$ cat src/rtl/encoder_8to3_reg.sv
// Registered 8-to-3 priority encoder with a sticky pending register,
// a one-deep valid/ready output slot and an accepted-code counter.
module encoder_8to3_reg #(
    parameter int CNT_W = 8
) (
    input  logic             clk,
    input  logic             rst_n,
    input  logic [7:0]       req_in,
    input  logic             load,
    input  logic             ready,
    output logic [2:0]       code_out,
    output logic             valid,
    output logic [7:0]       pending,
    output logic [CNT_W-1:0] acc_count
);

    typedef enum logic {
        EMPTY = 1'b0,
        FULL  = 1'b1
    } state_t;

    state_t     state;
    state_t     stateNext;
    logic       slotFree;
    logic       accept;
    logic       hasReq;
    logic       grant;
    logic [2:0] topIdx;
    logic [7:0] clrMask;
    logic [7:0] setMask;
    logic [7:0] pendingNext;

    assign valid    = (state == FULL);
    assign accept   = valid & ready;
    assign slotFree = ~valid | ready;
    assign hasReq   = |pending;
    assign grant    = slotFree & hasReq;

    // Highest set index wins; later iterations overwrite lower ones.
    always_comb begin
        topIdx = 3'd0;
        for (int i = 0; i < 8; i++) begin
            if (pending[i]) begin
                topIdx = 3'(i);
            end
        end
    end

    // Set is applied after clear so a reload of the granted bit keeps it pending.
    always_comb begin
        clrMask     = grant ? (8'h01 << topIdx) : 8'h00;
        setMask     = load ? req_in : 8'h00;
        pendingNext = (pending & ~clrMask) | setMask;
    end

    always_comb begin
        stateNext = state;
        unique case (state)
            EMPTY: begin
                if (grant) begin
                    stateNext = FULL;
                end
            end
            FULL: begin
                if (ready && !hasReq) begin
                    stateNext = EMPTY;
                end
            end
            default: stateNext = EMPTY;
        endcase
    end

    always_ff @(posedge clk or negedge rst_n) begin
        if (!rst_n) begin
            state <= EMPTY;
        end else begin
            state <= stateNext;
        end
    end

    always_ff @(posedge clk or negedge rst_n) begin
        if (!rst_n) begin
            pending <= 8'h00;
        end else begin
            pending <= pendingNext;
        end
    end

    always_ff @(posedge clk or negedge rst_n) begin
        if (!rst_n) begin
            code_out <= 3'b000;
        end else if (grant) begin
            code_out <= topIdx;
        end
    end

    always_ff @(posedge clk or negedge rst_n) begin
        if (!rst_n) begin
            acc_count <= '0;
        end else if (accept) begin
            acc_count <= acc_count + 1'b1;
        end
    end

endmodule

$ cat config.mk
export PLATFORM = sky130hd
export DESIGN_NAME = encoder_8to3_reg
export DESIGN_NICKNAME = d
export VERILOG_FILES = /design/src/rtl/encoder_8to3_reg.sv
export SDC_FILE = /design/constraint.sdc
export NUM_CORES = 1
export LEC_CHECK = 0
export CAP_MARGIN = 30
export CORE_MARGIN = 4
export CORE_UTILIZATION = 50
export CTS_BUF_LIST = sky130_fd_sc_hd__clkbuf_2 sky130_fd_sc_hd__clkbuf_4 sky130_fd_sc_hd__clkbuf_8
export DETAILED_ROUTE_END_ITERATION = 6
export DONT_BUFFER_PORTS = 1
export PLACE_DENSITY = 0.65
export SLEW_MARGIN = 20
export SYNTH_ARGS = -nofsm -noshare
export SYNTH_HDL_FRONTEND = slang
export SYNTH_SLANG_ARGS = --single-unit
$ cat constraint.sdc
create_clock -name clk -period 1.3 [get_ports clk]
set_input_delay 0.13 -clock clk [delete_from_list [all_inputs] [get_ports clk]]
set_output_delay 0.13 -clock clk [all_outputs]
set_load 0.03 [all_outputs]
# Word level (Yosys, flattened, before mapping)
# Index checks and enable logic that the tools add are counted.
[totals] ff_bits=20 input_bits=12 output_inout_bits=20 elab_cells=28
[classes] n_addsub=1 shift=1 mux=12 bitwise_logic=7 reduce_logical=3
[op_table] operator="$mux 8" count=2
[op_table] operator="$mux 3" count=4
[op_table] operator="$add 8x1->8 const B" count=1
[op_table] operator="$and 8x8->8" count=1
[op_table] operator="$not 8->8" count=1
[op_table] operator="$or 8x8->8" count=1
[op_table] operator="$reduce_or 8->1" count=1
[op_table] operator="$shl 1x3->8 const A" count=1
[op_table] operator="$mux 2" count=2
[op_table] operator="$mux 1" count=3
[op_table] operator="$and 1x1->1" count=2
[op_table] operator="$pmux 1 s2" count=1
[op_table] operator="$logic_and 1x1->1" count=1
[op_table] operator="$logic_not 1->1" count=1
[op_table] operator="$not 1->1" count=1
[op_table] operator="$or 1x1->1" count=1

# Longest topological paths before layout
# Gate-level depths: netlist (run 1).
[logic_depth] depth_word=12 mapped_depth=4 mapped_depth_nobuf=4

# Least setup slack after synthesis (run 1)
# No wires, ideal clock.
[synth_path] path_kind="reg2reg" start="register pending[4]" end="register pending[0]" setup_time_ps=121 arrival_ps=1359 required_ps=1179 slack_ps=-180 path_stages_with_launch=5 n_path_buf=0 period_less_slack_ps=1480 path_cell_list="dfrtp_1 > nor4_4 > and2_4 > nand3_1 > a22o_1"
[synth_via] elab_chain_len=9 elab_cells_between_ends=11 classes_between="shift (1); mux (5); bitwise (4); reduce/logical (1)"
[synth_rtl] item="start, declared" line_no="13" text="output logic [7:0] pending,"
[synth_rtl] item="start signal, assigned" line_no="85" text="pending <= pendingNext;"
[synth_rtl] item="$mux 3 (4 in a row)" line_no="43" text="if (pending[i]) begin"
[synth_rtl] item="$shl 1x3->8" line_no="51" text="clrMask = grant ? (8'h01 << topIdx) : 8'h00;"
[synth_rtl] item="$mux 8 (*)" line_no="51"
[synth_rtl] item="$not 8->8 (*)" line_no="53" text="pendingNext = (pending & ~clrMask) | setMask;"
[synth_rtl] item="$and 8x8->8 (*)" line_no="53"
[synth_rtl] item="$or 8x8->8 (*)" line_no="53"
[synth_rtl] item="named net pendingNext[0]" line_no="31" text="logic [7:0] pendingNext;"
# Mark *: on every way through the listed nets, which the timed path passes. The rest lies on a longest branch.
# A chain may end at the register's enable or synchronous reset.

# Final worst setup path (run 1)
[layout_path] start="register pending[6]" end="register code_out[0]"
[layout_via] elab_chain_len=2 elab_cells_between_ends=4 classes_between="mux (2); bitwise (1); reduce/logical (1)"
[layout_rtl] item="$reduce_or 8->1 / $mux 3 (equally long branches)" line_no="36, 43"
[layout_rtl] item="$and 1x1->1 / $mux 3 (equally long branches)" line_no="37, 43"
[layout_rtl] item="end signal, assigned" line_no="93" text="code_out <= topIdx;"
[layout_rtl] item="end, declared" line_no="11" text="output logic [2:0] code_out,"
# Several ways; a longest one is shown, not always the timed one.

==> results_dict.tcl, run 1 <==
set metrics [dict create \
    grt_usage 0.1903 \
    post-place-ws_ns -0.07711 \
    synth_common_cells "dfrtp_1, nand2_1, xnor2_1, nor2_1" \
    violations "negative setup slack" \
    worst_pin_slew_ns 0.3247 \
    final_util 0.7616 \
    die_area_mm2 0.002572 \
    via_per_inst 5.434 \
    critPathKind "reg2reg" \
    synthArstFlopShare 1.000 \
    start_util 0.5283 \
    netlist_top_cells_area "dfrtp_1, nand2_1, xnor2_1" \
    gp_congestion 0.7839 \
    drcViolationCount 0 \
    synthCells 85 \
    insertion_delay_ns 0.30 \
    avgSynthCellArea_um2 10.73 \
    cp.required_ns 1.50 \
    finalCritPeriodShare 1.042 \
    synth_nets 98 \
    switching_share 0.3698 \
    power_uw 2237 \
    path_clk_slew_ns 0.12 \
    hold_depth 3 \
    max-cap-violations 0 \
    grt_pass1_wl_mm 3.512 \
    cp-end-kind "register" \
    wl_per_cell_um 15.12 \
    instances_no_fill 143 \
    synth_top_area_cell "dfrtp_1" \
    die_x_um 50.71 \
    seq_power_share 0.431 \
    yosys_warnings 0 \
    grt-ovfl-total 0 \
    setup-tns-final_ns -0.08708 \
    grt_antenna_before_repair 0 \
    relSlewSlack 0.7819 \
    yosysTopAreaCellShare 0.5487 \
    synth-seq-cells 20 \
    hpwlAfterDp_mm 1.489 \
    start_kind "register" \
    rows 15 \
    layout-drive-gt1-share 0.3644 \
    powerDensity_mw_per_mm2 1701 \
    design.core.area_mm2 0.001727 \
    drt-total-wl_mm 2.162 \
    reg2reg_from "pending[6]$_DFF_PN0_" \
    areaGrowthSynthToFinish_pct 44.17 \
    hold_viol 0 \
    p_switching_uw 827.3 \
    worstPathArrival_ns 1.55 \
    cts_sinks 20 \
    synth-edff-count 0 \
    grt_pass1_vias 792 \
    drt_iter0_markers 13 \
    clock_power_share 0.224 \
    diodes 0 \
    status "finished, violations left" \
    ys.flop_type "dfrtp_1" \
    r2r_slack_ns -0.06 \
    p_leak_uw 0.0005856 \
    cts_tree "done" \
    syn_area_um2 912.1 \
    worst_slack_ns -0.05501 \
    reg2regPathDepth 4 \
    pwr-share-comb 0.345 \
    die_h_um 50.71 \
    hold_path_end "pending[2]$_DFF_PN0_" \
    vdd_ir_drop_max_v 0.001162 \
    fmax_ghz 0.7380 \
    final_nets 132 \
    hold_class "in2reg" \
    ioPinCount 32 \
    final.min_clock_period_ns 1.355 \
    finalSetupViolCount 3 \
    hold_start "load" \
    rsz0062_at_grt "yes" \
    dp_cells 127 \
    h-tree-depth 1 \
    drt_pass1_iterations 5 \
    crit-reg2reg-capture "code_out[0]$_DFFE_PN0P_" \
    final_max_slew_viol_count 0 \
    ys_seq_area_frac 0.5487 \
    cp_max_fo 3 \
    synth.distinct_cells 27 \
    cts-root-buf "clkbuf_4" \
    grt_start_max_net_pins 21 \
    skew_ns 0.007605 \
    cts_buffers 3 \
    numPortBuffers 0 \
    yosysMostFrequentCell "dfrtp_1" \
    clockBufferDepth 2 \
    p_int_uw 1410 \
    num_vias 777 \
    antenna_left 0 \
]
-- cell families (layout without fill, tap and decap cells) --
| kind of cell | Yosys count | count (layout) | share of synthesized area |
|---|---|---|---|
| xor gates and xnor gates | 7 | 7 | 0.06722 |
| adders and majority gates | 1 | 1 | 0.01372 |
| buffers and inverters | 5 | 38 | 0.02057 |
| muxes | 2 | 2 | 0.02469 |
| AOI/OAI and AO/OA | 16 | 16 | 0.1221 |
| and+or+nand+nor | 34 | 34 | 0.2030 |
| DFF | 20 | 20 | 0.5487 |
-- power by group through the flow --
stage	combinational (µW)	clock, µW	sequential [µW]
2_1_floorplan	216	0	1200
3_3_place_gp	695	0	966
3_5_place_dp	708	0	977
5_1_grt	825	547	986
6_report	772	501	964
4_1_cts	758	517	963
-- stage by stage --
step	hold slack (ns)	area, µm²
floorplan	-0.1656	929.6
global placement	-0.1651	1092
detailed placement	-0.1651	1092
CTS	0.07009	1265
global route	0.06417	1315
finish	0.08782	1315
-- layout by cell type (no fill, tap or decap), types with 2 or more instances in the layout --
| master | instances |
|---|---|
| nor3_2 | 2 |
| a22o_1 | 3 |
| o21ai_0 | 4 |
| buf_4 | 17 |
| inv_1 | 4 |
| dfrtp_2 | 6 |
| and2_4 | 2 |
| clkbuf_4 | 3 |
| nand3_1 | 2 |
| xnor2_1 | 6 |
| nor4_4 | 2 |
| buf_6 | 2 |
| mux2_2 | 2 |
| nand2_1 | 14 |
| o31ai_1 | 2 |
| nor2_1 | 4 |
| dfrtp_1 | 14 |
| dlygate4sd3_1 | 9 |
| a21oi_1 | 3 |
| nand4_1 | 4 |
-- metal layers --
layer  global-route usage  routed length [µm]  vias to the layer above
li1                     -                   -                      365
met1               0.1943                 850                      377
met2               0.3522                1145                       29
met3              0.05045                 125                        6
met4              0.09417                  42                        0
met5                    0                   0                        -
-- timing repair --
action	in CTS	in global routing
setup buffers	1	0
gates resized for setup	3	8
cloned	0	0
pin swaps	1	2
hold buffers	10	0
endpoints found under the setup margin	5	8
endpoints found under the hold margin	28	0
-- worst max-delay path: stages (launching register included) --
cell	delay (ns)
dfrtp_2	0.45
nor4_4	0.28
buf_4	0.17
a21oi_4	0.06
mux2_2	0.29
-- sequential cells by signal, indices dropped and copies added (netlist names) --
name and count:
acc_count 8, code_out 3, pending 8, valid 1
-- worst max path at each step --
stage / from / end / cells after the start
CTS: pending[7]$_DFF_PN0_ / code_out[0]$_DFFE_PN0P_ / 4
global placement: pending[7]$_DFF_PN0_ / pending[0]$_DFF_PN0_ / 4
finish: pending[6]$_DFF_PN0_ / code_out[0]$_DFFE_PN0P_ / 4
global route: pending[6]$_DFF_PN0_ / pending[1]$_DFF_PN0_ / 4
floorplan: pending[4]$_DFF_PN0_ / pending[0]$_DFF_PN0_ / 4
detailed placement: pending[7]$_DFF_PN0_ / pending[1]$_DFF_PN0_ / 4
-- final cells by class --
| type | instances | area [µm²] |
|---|---|---|
| inverters | 4 | 15.01 |
| clock inverters | 1 | 30.03 |
| flip-flops and latches | 20 | 508.0 |
| clock buffers | 3 | 22.52 |
| fillers | 120 | 411.6 |
| multi-input cells | 60 | 440.4 |
| well taps | 25 | 31.28 |
| repair buffers | 30 | 267.8 |
(Power assumes the default switching activity.)
==> run 2: changes to the inputs <==
CELL_PAD_IN_SITES_DETAIL_PLACEMENT = 1   (was unset)
CELL_PAD_IN_SITES_GLOBAL_PLACEMENT = 1   (was unset)
CORE_UTILIZATION = 43   (was 50)
PLACE_DENSITY = 0.72   (was 0.65)
==> run 2 against run 1 <==
Effect of this change: sequential cell count unchanged; clock skew barely moved; via count increased by 4.1%; cell count is 4.9% higher; die area grew 14%; critical endpoint unchanged; combinational power is 7.0% higher; first-iteration DRC count fell by 15%; register-to-register slack got worse by 0.04 ns; fmax fell by 3.1%; the flow still finishes with violations (negative setup slack); worst hold slack better by 0.0022 ns; largest cell class unchanged; clock-buffer cell count is 1 higher; clock power fell by 26%.
==> results_dict.tcl, run 2 (synthesized netlist as in run 1, its figures left out) <==
set metrics [dict create \
    status "finished, violations left" \
    violations "negative setup slack" \
    final_nets 137 \
    max-cap-violations 0 \
    hold_class "in2async" \
    die_area_mm2 0.002922 \
    path_clk_slew_ns 0.13 \
    design.core.area_mm2 0.001982 \
    fmax_ghz 0.7149 \
    worstPathCellList "nor4_4, a21oi_4, mux2_2" \
    hpwlAfterDp_mm 1.739 \
    crit-reg2reg-capture "code_out[0]$_DFFE_PN0P_" \
    cts_tree "done" \
    rsz0062_at_grt "yes" \
    critPathKind "reg2reg" \
    h-tree-depth 1 \
    skew_ns 0.008080 \
    grt_usage 0.2070 \
    reg_top3 "acc_count: 8 flops, pending: 8 flops, code_out: 3 flops" \
    cpPeakStageDelay_ns 0.49 \
    post-place-ws_ns -0.08939 \
    layout-drive-gt1-share 0.3902 \
    worst_pin_slew_ns 0.3624 \
    final_common_cell "buf_4" \
    vdd_ir_drop_max_v 0.001039 \
    drt_iter0_markers 11 \
    start_kind "register" \
    start_util 0.4602 \
    finish.instance_area_mm2 0.001343 \
    final_max_slew_viol_count 0 \
    powerDensity_mw_per_mm2 1618 \
    gp_congestion 0.7863 \
    drt-total-wl_mm 2.935 \
    numPortBuffers 0 \
    relSlewSlack 0.7563 \
    insertion_delay_ns 0.30 \
    diodes 0 \
    wl_per_cell_um 19.57 \
    rows 16 \
    die_h_um 54.06 \
    setup-tns-final_ns -0.3125 \
    slowest_stage "dfrtp_2" \
    clockBufferDepth 2 \
    cp_max_fo 6 \
    grt_pass1_vias 866 \
    num_vias 809 \
    grt_start_max_net_pins 21 \
    grt_pass1_wl_mm 4.243 \
    final.min_clock_period_ns 1.399 \
    via_per_inst 5.393 \
    ioPinCount 32 \
    p_leak_uw 0.0005996 \
    drcViolationCount 0 \
    areaGrowthSynthToFinish_pct 47.19 \
    crit_start "pending[3]$_DFF_PN0_" \
    finalSetupViolCount 5 \
    antenna_left 0 \
    grt-ovfl-total 0 \
    r2r_slack_ns -0.1 \
    dpl-instance-area_mm2 0.001117 \
    cp-end-kind "register" \
    reg2regPathDepth 3 \
    grt_antenna_before_repair 0 \
    worst_slack_ns -0.09883 \
    final_util 0.6774 \
    power_uw 2173 \
    final_cell_mix "buf_4, nand2_1, dfrtp_1, dlygate4sd3_1" \
    cts-root-buf "clkbuf_4" \
    drt_pass1_iterations 4 \
    cp-endpoint "code_out[0]$_DFFE_PN0P_" \
    finalCritPeriodShare 1.076 \
    cts_sinks 20 \
    worstPathArrival_ns 1.59 \
    reg2reg_from "pending[3]$_DFF_PN0_" \
    die_x_um 54.06 \
    cp.required_ns 1.49 \
    hold_viol 0 \
    cts_buffers 3 \
]
## run 2: changes by cell type in the layout (fill, tap and decap cells not counted)
cell | previous run | this run
a221oi_2 | 1 | 0
a221oi_1 | 0 | 1
buf_6 | 2 | 1
buf_8 | 1 | 2
clkbuf_8 | 0 | 1
nand3_1 | 2 | 1
and2_4 | 2 | 1
buf_4 | 17 | 22
a21oi_2 | 0 | 1
a21oi_1 | 3 | 2
bufinv_16 | 1 | 0
nand3_2 | 0 | 1
and2_1 | 0 | 1
## run 2: cell type report
type,instances,area [µm²]
fillers,189,639.4
flip-flops and latches,20,508.0
multi-input cells,60,440.4
repair buffers,35,309.0
clock buffers,4,36.28
well taps,27,33.78
inverters,4,15.01
## run 2: through the flow
step                hold WS (ns)  instances
floorplan                -0.1656         85
global placement         -0.1650        132
detailed placement       -0.1649        132
CTS                       0.1147        148
global route             0.09414        150
finish                   0.09003        150
## run 2: report_power, final
part | internal, µW | switching (µW) | total, µW
registers | 761 | 213 | 974
clock network | 170 | 203 | 373
logic | 343 | 483 | 826
## run 2: worst max-delay path, delay by kind of cell, from the launching register on
family	cells	cell delay (ns)
AOI/OAI and AO/OA	1	0.12
muxes	1	0.28
DFF	1	0.49
and+or+nand+nor	1	0.40
## run 2: repair_timing
action	4_1_cts	5_1_grt
hold buffers	10	0
pin swaps	3	3
setup endpoints to repair	4	7
hold endpoints to repair	28	0
buffers inserted	2	1
gates resized for setup	4	8
## run 2: worst min path at each step
stage / start / slack, ns / end
6_report: rst_n / 0.09 / pending[0]$_DFF_PN0_
2_1_floorplan: rst_n / -0.17 / acc_count[0]$_DFFE_PN0P_
3_5_place_dp: rst_n / -0.16 / pending[1]$_DFF_PN0_
4_1_cts: load / 0.11 / pending[2]$_DFF_PN0_
5_1_grt: rst_n / 0.09 / pending[0]$_DFF_PN0_
3_3_place_gp: rst_n / -0.17 / pending[1]$_DFF_PN0_
## run 2: routing by layer
| layer | vias to the layer above | track usage | share of wire |
|---|---|---|---|
| met3 | 8 | 0.05540 | 0.052 |
| met2 | 22 | 0.3528 | 0.52 |
| li1 | 374 | - | - |
| met5 | - | 0 | 0 |
| met1 | 405 | 0.2504 | 0.41 |
| met4 | 0 | 0.07054 | 0.020 |
